### src/rtl/calc_pkg.sv
// Width helpers for the frame RAM port.
package calc_pkg;
  // The RAM stores one byte per location.
  function automatic int num_data_a_bits();
    return 8;
  endfunction

  // Byte-address width covering every row. The panel is split into two
  // halves of HALFHEIGHT rows, so the row field is one bit wider than a half.
  function automatic int num_address_a_bits(input int w, input int h,
                                            input int bpp, input int hh);
    int row_bits;
    row_bits = (hh * 2 >= h) ? $clog2(hh) + 1 : $clog2(h);
    return $clog2(w * bpp) + row_bits;
  endfunction
endpackage

### src/rtl/control_module_pkg.sv
// Command byte codes of the serial panel protocol.
package control_module_pkg;
  localparam logic [7:0] CMD_LINE   = 8'h4C;  // 'L'
  localparam logic [7:0] CMD_BRIGHT = 8'h54;  // 'T'
  localparam logic [7:0] CMD_R_ON   = 8'h52;  // 'R'
  localparam logic [7:0] CMD_G_ON   = 8'h47;  // 'G'
  localparam logic [7:0] CMD_B_ON   = 8'h42;  // 'B'
  localparam logic [7:0] CMD_R_OFF  = 8'h72;  // 'r'
  localparam logic [7:0] CMD_G_OFF  = 8'h67;  // 'g'
  localparam logic [7:0] CMD_B_OFF  = 8'h62;  // 'b'
endpackage

### src/rtl/params_pkg.sv
// Display geometry defaults shared by the LED panel blocks.
package params_pkg;
  localparam int BYTES_PER_PIXEL   = 2;
  localparam int PIXEL_WIDTH       = 64;
  localparam int PIXEL_HEIGHT      = 32;
  localparam int PIXEL_HALFHEIGHT  = 16;
  localparam int BRIGHTNESS_LEVELS = 6;
endpackage

### src/rtl/control_module.sv
// Serial command decoder: channel enables, brightness planes and row
// uploads into the frame RAM.
module control_module
  import control_module_pkg::*;
#(
  parameter int BYTES_PER_PIXEL   = params_pkg::BYTES_PER_PIXEL,
  parameter int PIXEL_WIDTH       = params_pkg::PIXEL_WIDTH,
  parameter int PIXEL_HEIGHT      = params_pkg::PIXEL_HEIGHT,
  parameter int PIXEL_HALFHEIGHT  = params_pkg::PIXEL_HALFHEIGHT,
  parameter int BRIGHTNESS_LEVELS = params_pkg::BRIGHTNESS_LEVELS,
  parameter int _UNUSED           = 0
) (
  input  logic clk_in,
  input  logic reset,
  input  logic [7:0] data_rx,
  input  logic data_ready_n,
  output logic busy,
  output logic [2:0] rgb_enable,
  output logic [BRIGHTNESS_LEVELS-1:0] brightness_enable,
  output logic [calc_pkg::num_data_a_bits()-1:0] ram_data_out,
  output logic [calc_pkg::num_address_a_bits(PIXEL_WIDTH, PIXEL_HEIGHT,
                BYTES_PER_PIXEL, PIXEL_HALFHEIGHT)-1:0] ram_address,
  output logic ram_write_enable,
  output logic ram_clk_enable
`ifdef DEBUGGER
  ,
  output logic [7:0] num_commands_processed
`endif
);

  localparam int ADDR_W    = calc_pkg::num_address_a_bits(PIXEL_WIDTH, PIXEL_HEIGHT,
                               BYTES_PER_PIXEL, PIXEL_HALFHEIGHT);
  localparam int DATA_W    = calc_pkg::num_data_a_bits();
  localparam int ROW_BYTES = PIXEL_WIDTH * BYTES_PER_PIXEL;
  localparam int CNT_W     = $clog2(ROW_BYTES);
  localparam int ROW_W     = $clog2(PIXEL_HEIGHT);

  typedef enum logic [1:0] {IDLE, READ_ROW, READ_PIXELS, READ_BRIGHT} state_t;

  state_t             state;
  logic               rdy_q;
  logic               accept;
  logic [CNT_W-1:0]   cnt;
  logic [ROW_W-1:0]   row;
  logic [7:0]         cmd_count;

  // Strobe is active on its falling edge; rdy_q holds last cycle's sample.
  assign accept = rdy_q & ~data_ready_n;

`ifdef DEBUGGER
  assign num_commands_processed = cmd_count;
`endif

  // Edge detect, command FSM and registered RAM write port.
  always_ff @(posedge clk_in or negedge reset) begin
    if (!reset) begin
      state             <= IDLE;
      rdy_q             <= 1'b1;
      busy              <= 1'b0;
      rgb_enable        <= 3'b111;
      brightness_enable <= '1;
      ram_data_out      <= '0;
      ram_address       <= '0;
      ram_write_enable  <= 1'b0;
      ram_clk_enable    <= 1'b0;
      cnt               <= '0;
      row               <= '0;
      cmd_count         <= '0;
    end else begin
      rdy_q            <= data_ready_n;
      ram_write_enable <= 1'b0;
      ram_clk_enable   <= 1'b0;
      if (accept) begin
        case (state)
          IDLE: begin
            case (data_rx)
              CMD_R_ON:   begin rgb_enable[2] <= 1'b1; cmd_count <= cmd_count + 8'd1; end
              CMD_G_ON:   begin rgb_enable[1] <= 1'b1; cmd_count <= cmd_count + 8'd1; end
              CMD_B_ON:   begin rgb_enable[0] <= 1'b1; cmd_count <= cmd_count + 8'd1; end
              CMD_R_OFF:  begin rgb_enable[2] <= 1'b0; cmd_count <= cmd_count + 8'd1; end
              CMD_G_OFF:  begin rgb_enable[1] <= 1'b0; cmd_count <= cmd_count + 8'd1; end
              CMD_B_OFF:  begin rgb_enable[0] <= 1'b0; cmd_count <= cmd_count + 8'd1; end
              CMD_LINE:   begin state <= READ_ROW;    busy <= 1'b1; end
              CMD_BRIGHT: begin state <= READ_BRIGHT; busy <= 1'b1; end
              default: ;
            endcase
          end
          READ_BRIGHT: begin
            brightness_enable <= data_rx[BRIGHTNESS_LEVELS-1:0];
            cmd_count         <= cmd_count + 8'd1;
            busy              <= 1'b0;
            state             <= IDLE;
          end
          READ_ROW: begin
            // PIXEL_HEIGHT is a power of two, so masking is a truncation.
            row   <= data_rx[ROW_W-1:0];
            cnt   <= CNT_W'(ROW_BYTES - 1);
            state <= READ_PIXELS;
          end
          READ_PIXELS: begin
            // Row is filled from its last byte down to byte 0.
            ram_data_out     <= DATA_W'(data_rx);
            ram_address      <= ADDR_W'(row) * ADDR_W'(ROW_BYTES) + ADDR_W'(cnt);
            ram_write_enable <= 1'b1;
            ram_clk_enable   <= 1'b1;
            cnt              <= cnt - 1'b1;
            if (cnt == '0) begin
              state     <= IDLE;
              busy      <= 1'b0;
              cmd_count <= cmd_count + 8'd1;
            end
          end
          default: state <= IDLE;
        endcase
      end
    end
  end

endmodule

### config.mk
export PLATFORM = sky130hd
export DESIGN_NAME = control_module
export DESIGN_NICKNAME = d
export VERILOG_FILES = /design/src/rtl/calc_pkg.sv /design/src/rtl/control_module_pkg.sv /design/src/rtl/params_pkg.sv /design/src/rtl/control_module.sv
export SDC_FILE = /design/constraint.sdc
export NUM_CORES = 1
export LEC_CHECK = 0
export BUFFER_PORTS_ARGS = -buffer_cell sky130_fd_sc_hd__buf_2
export CAP_MARGIN = 5
export CORE_ASPECT_RATIO = 1.75
export CORE_MARGIN = 3
export CORE_UTILIZATION = 47
export DETAILED_ROUTE_END_ITERATION = 6
export GPL_ROUTABILITY_DRIVEN = 0
export PLACE_DENSITY = 0.7
export REMOVE_ABC_BUFFERS = 1
export SLEW_MARGIN = 20
export SYNTH_ARGS = -nofsm -noshare
export SYNTH_HDL_FRONTEND = slang
export SYNTH_SLANG_ARGS = --single-unit
export TNS_END_PERCENT = 50
### constraint.sdc
create_clock -name clk_in -period 2.7 [get_ports clk_in]
set_clock_uncertainty 0.2 [all_clocks]
set_input_delay 0.54 -clock clk_in [delete_from_list [all_inputs] [get_ports clk_in]]
set_output_delay 0.54 -clock clk_in [all_outputs]
set_load 0.005 [all_outputs]
==> summary.txt, run 1 <==
Setup path
  – Crit path capture type: register
  – Launching element type of the critical path: register
  – Required time worst endpoint: approximately 2.7 ns
  – Slowest cell on the critical path: or4b_1
  – Type of the worst setup path: register to register
  – Buffering stage count on the worst path with inverters included: 1
  – Worst path top cell family by delay: simple AND/OR/NAND/NOR gates
  – Arrival time at the worst endpoint: between 2 and 2.5 ns
  – Critical-path maximum fanout: 4
  – CP Cell Sequence: inv_1 -> ha_1 -> or4b_1 -> o31ai_1 -> nand3_1 -> mux2_1
  – Slowest cell delay on critical path: 0.44 ns

Logic synthesis
  – Async set or reset register ratio after synthesis: 1.00
  – Synthesis-stage register bit count: 46
  – Post-synth EDFFs: 0
  – Multiplexer fraction of the synthesized cell area: 0.180
  – Basic-gate share of the synthesized area counting and, or, nand and nor cells: 0.109
  – Largest family of logic cells by synthesized area: multiplexers
  – Sequential element share of the synthesized area: 0.574
  – Top post-synthesis cells by area: dfrtp_1, mux2_2, dfstp_2
  – Share of Yosys cell area claimed by the top area cell type: 0.444
  – XOR/XNOR Fraction of Synth Area: 0.00432
  – Post-synth cell types: 32
  – Adder and majority gate portion of the synthesized area: 0.0432
  – Compound-cell area share of the yosys netlist: 0.0562
  – Yosys warnings: 0
  – Commonest register cell after synthesis: dfrtp_1
  – Number of instances in the synthesized netlist: ~170
  – Post-synth top area cell: dfrtp_1
  – Synthesized area: 2030 µm²
  – Post-Synthesis Mean Instance Area: 12.3 µm²

Flow run
  – Max capacitance violation total: 0

Placement
  – Post-DP HPWL: 2.97 mm
  – Count of port buffers added during placement: 42

Clock network
  – CTS tree: done
  – Postcts setup bufs: 0
  – Count of clock tree sinks: 46
  – Number of gates resized after cts: 0
  – Clock latency on the worst-skew pair: approximately 0.3 ns
  – Clock transition at the registers of the reported paths: 0.08 ns
  – Hold-fix buffers at CTS: 0
  – CTS Buffer Depth: 2
  – H-tree depth: 2
  – TritonCTS buffer count: 5
  – Cell at the root of the clock tree: clkbuf_8

Global routing
  – Number of global-route vias before repair: 1,447
  – Wire length of the first global-routing pass: 6.94 mm
  – Maximum number of pins on one net before global-route repair: 47
  – GRT overflow: 0
  – Initial antenna violation count: 0
  – Aggregate global-route resource usage: 0.174

Worst hold path
  – Kind of path behind the tightest hold check: primary input to register

Routing
  – Per-cell routed wire length: about 15 µm
  – Starting DRC count in detailed routing: 25
  – Vias per inst: 5.31
  – Detailed-router iteration count before antenna repair: 4
  – Number of design rule violations left after detail routing: 0
  – Sum of routed wire length over all layers: between 3 and 4 mm
  – Via total after detailed routing: 1,381
  – Number of nets with antenna violations after routing: 0

Power
  – Pwr Density: 991 nW/µm²
  – Worst IR drop on VDD: 0.593 mV
  – Leakage dissipation: approximately 1.2 nW

STA
  – Normalized max-slew margin: 0.341
  – RSZ-0062 raised after global routing: false
  – Final setup TNS: 0 ns
  – Final period util: 0.844
  – Final hold violations: 0
  – Maximum clock frequency: 0.439 GHz
  – Final critical delay including setup and external delays: about 2.3 ns
  – Final Setup Violations: 0
  – Worst-margin pin slew: 0.988 ns
  – Pins Over Slew Limit: 0

Floorplanning
  – Die Footprint: 5170 µm²
  – CORE AREA: 4150 µm²
  – Die width: 55.6 µm
  – I/O pin count: 43
  – Site Rows: 31
  – Initial Util: 0.488
  – Die outline height: 92.9 µm

Outcome
  – Outcome: complete, no violations

Layout
  – Final Core Density: 0.582
  – Synthesis-to-layout area growth: 19.1%
  – Layout cell share with drive strength beyond 1: 0.417
  – # nets final: between 200 and 250
  – Total inserted antenna cells: 0
Yosys cell counts (all sizes together), types with 2 or more instances:
cell    number
dfrtp       36
mux2        28
nand2       14
inv         11
dfstp       10
nor2        10
o21ai        9
ha           7
a21oi        5
clkbuf       5
mux2i        5
nand3        5
nor3         2
or4b         2
sequential cells by signal, indices dropped and copies added, names as in the netlist, 2 cells and up:
register           cells
ram_address           12
ram_data_out           8
rgb_enable             3
state                  2
cnt                    7
row                    5
brightness_enable      6
cells by family after synthesis:
family | Yosys count
flip-flops | 46
AO/OA/AOI/OAI | 19
AND/OR/NAND/NOR | 42
adder cells (fa/ha/maj) | 7
buffers and inverters | 17
XOR/XNOR | 1
multiplexers | 33
worst paths after layout:
kind	slack, ns	from	end	depth (start not counted)
worst max-delay path	0.42	cnt[0]	state[1]	6
max in group asynchronous	1.49	reset	ram_data_out[5]	1
min in group asynchronous	0.21	reset	ram_address[3]	1
worst min register to register	0.27	rgb_enable[0]	rgb_enable[0]	2
worst max register to register	0.42	cnt[0]	state[1]	6
worst min-delay path	0.17	data_ready_n	rdy_q	1
report_power, final:
part           switching (mW)  internal [mW]  leakage (nW)
Sequential              0.172          0.989         0.538
Clock                   0.232          0.275        0.0504
Combinational           0.332          0.392         0.622
cells in the final DEF (no fill, tap or decap), drive strengths merged, types with 2 or more instances in the layout:
cell type	instances
nor2	10
nor3	2
dfstp	10
ha	7
mux2i	5
buf	44
clkinvlp	2
a21oi	5
dfrtp	36
clkbuf	5
o21ai	9
nand2	14
or4b	2
inv	11
nand3	5
mux2	28
routing by layer:
layer  wire length (µm)  GRT usage  up-vias
li1                   -          -      654
met1               1430      0.181      676
met2               2160      0.317       44
met3                207     0.0432        7
met4                 86     0.0832        0
met5                  0          0        -
through the flow:
step / area (µm²) / total power, mW / setup WS, ns / std cells / hold WS (ns)
after detailed placement: 2300 / 1.92 / 0.256 / 252 / 0.261
after CTS: 2410 / 2.44 / 0.424 / 260 / 0.155
after floorplan: 2000 / 1.58 / 0.537 / 159 / 0.0444
after global routing: 2410 / 2.59 / 0.298 / 260 / 0.154
final: 2410 / 2.39 / 0.422 / 260 / 0.173
after global placement: 2300 / 1.88 / 0.338 / 252 / 0.256
area by class of cell:
type,count,area [µm²]
clock buffers,5,68.8
clock inverters,3,45.0
fillers,341,1740
inverters,11,41.3
multi-input cells,102,796
flip-flops and latches,46,1160
well taps,49,61.3
repair buffers,44,238
Note: power is estimated with default switching activity, not from simulation.
==> run 2, diff against run 1 <==
clock period = 2.2 ns   (was 2.7 ns; I/O delays follow)
==> summary.txt, run 2 (synthesized netlist as in run 1, its figures left out) <==
Layout
  – Biggest register: ram_address
  – Most used cells in the layout excluding fill and tap cells: buf_2, dfrtp_1, mux2_2, nand2_1, buf_4
  – Final-layout fill cell count: 319
  – Area used by multi-input combinational logic: 826 µm²
  – Non-filler instance count after layout: 271
  – Synthesis-to-layout area growth: 24.7%
  – Final Core Density: 0.609
  – Total inserted antenna cells: 0
  – Leading cell type in the layout, fill and taps excluded: buf_2
  – Layout cell share with drive strength beyond 1: 0.473
  – # nets final: ~240
  – Area taken by flip-flops and latches: 1160 µm²
  – Leading registers by flop count: ram_address (12), ram_data_out (8), cnt (7)
  – Number of flip-flops under the largest register name: 12

Setup path
  – Arrival time at the worst endpoint: 2.15 ns
  – Worst path top cell family by delay: simple AND/OR/NAND/NOR gates
  – Buffering stage count on the worst path with inverters included: 1
  – Type of the worst setup path: register to register
  – Launching element type of the critical path: register
  – CP Cell Sequence: inv_2 -> ha_1 -> or4b_4 -> o31ai_4 -> nand3_2 -> mux2_4
  – Critical-path maximum fanout: 3
  – Slowest cell delay on critical path: 0.48 ns
  – Crit path capture type: register
  – Required time worst endpoint: roughly 2.2 ns
  – Slowest cell on the critical path: or4b_4

Floorplanning
  – CORE AREA: 4150 µm²
  – Die width: 55.6 µm
  – Initial Util: 0.488
  – Die Footprint: 5170 µm²
  – I/O pin count: 43
  – Die outline height: 92.9 µm
  – Site Rows: 31

STA
  – Pins Over Slew Limit: 0
  – Final setup TNS: 0 ns
  – Final Setup Violations: 0
  – Normalized max-slew margin: 0.693
  – Final critical delay including setup and external delays: 2.17 ns
  – Worst-margin pin slew: 0.460 ns
  – RSZ-0062 raised after global routing: true
  – Final hold violations: 0
  – Maximum clock frequency: 0.461 GHz
  – PnR worst setup slack: 0.0310 ns
  – Final period util: 0.986

Clock network
  – Count of clock tree sinks: 46
  – CTS Buffer Depth: 2
  – TritonCTS buffer count: 5
  – Clock latency on the worst-skew pair: ~0.30 ns
  – Clock transition at the registers of the reported paths: 0.09 ns
  – H-tree depth: 2
  – Cell at the root of the clock tree: clkbuf_8
  – CTS tree: done

Power
  – Pwr Density: about 1200 nW/µm²
  – Overall power after layout: 3.07 mW
  – Leakage dissipation: 1.27 nW
  – Worst IR drop on VDD: 0.721 mV

Routing
  – Starting DRC count in detailed routing: 16
  – Number of design rule violations left after detail routing: 0
  – Detailed-router iteration count before antenna repair: 4
  – Via total after detailed routing: 1,449
  – Sum of routed wire length over all layers: 4.15 mm
  – Vias per inst: 5.35
  – Number of nets with antenna violations after routing: 0
  – Per-cell routed wire length: about 15 µm

Outcome
  – Outcome: complete, no violations

Placement
  – Post-DP HPWL: 3.10 mm
  – Count of port buffers added during placement: between 40 and 50
  – Number of cells after detailed placement: roughly 260
  – Worst slack at placement: -0.0733 ns

Global routing
  – Initial antenna violation count: 0
  – Aggregate global-route resource usage: 0.175
  – Maximum number of pins on one net before global-route repair: 47
  – GRT overflow: 0
  – Wire length of the first global-routing pass: 6.99 mm
  – Number of global-route vias before repair: 1,544

Worst hold path
  – Kind of path behind the tightest hold check: primary input to register

Flow run
  – Max capacitance violation total: 0
run 2: cell types whose count changed in the layout (fill, tap and decap cells not counted), sizes merged:
cell,previous run,this run
buf,44,54
clkinvlp,2,0
clkinv,0,1
dlygate4sd3,0,1
inv,11,12
run 2: power by group:
| group | switching, mW | total, mW | internal, mW |
|---|---|---|---|
| Combinational | 0.464 | 1.02 | 0.554 |
| Clock | 0.288 | 0.629 | 0.340 |
| Sequential | 0.206 | 1.42 | 1.21 |
run 2: what timing repair did:
item                                   4_1_cts  5_1_grt
pin swaps                                    0        3
hold buffers                                 1        0
endpoints found under the hold margin       36        0
setup endpoints to repair                    2        3
setup buffers                                0        1
resized for setup                            1        7
run 2: final cells by class:
| class | count | share of cell area |
|---|---|---|
| inverter | 11 | 0.0163 |
| multi-input combinational | 102 | 0.327 |
| tap | 49 | 0.0243 |
| clock inverter | 3 | 0.0173 |
| timing repair buffer | 55 | 0.128 |
| sequential | 46 | 0.460 |
| clock buffer | 5 | 0.0272 |
run 2: routing by layer:
metal / track usage / part of all wire
met2: 0.327 / 0.57
met1: 0.183 / 0.36
met4: 0.0669 / 0.020
met3: 0.0432 / 0.053
met5: 0 / 0
run 2: path summary, 6_finish.rpt:
kind	startpoint	end	slack, ns	depth (start not counted)
setup / recovery	cnt[1]	state[0]	0.03	6
hold / removal	data_ready_n	rdy_q	0.07	1
setup reg to reg	cnt[1]	state[0]	0.03	6
hold reg to reg	rgb_enable[0]	rgb_enable[0]	0.27	2
max in group asynchronous	reset	rdy_q	1.07	3
min in group asynchronous	reset	ram_address[10]	0.44	3
run 2: per-stage QoR:
| step | area (µm²) | hold slack [ns] |
|---|---|---|
| after floorplan | 2000 | -0.0556 |
| after global placement | 2370 | 0.234 |
| after detailed placement | 2370 | 0.237 |
| after CTS | 2490 | 0.0544 |
| after global routing | 2530 | 0.0556 |
| final | 2530 | 0.0672 |
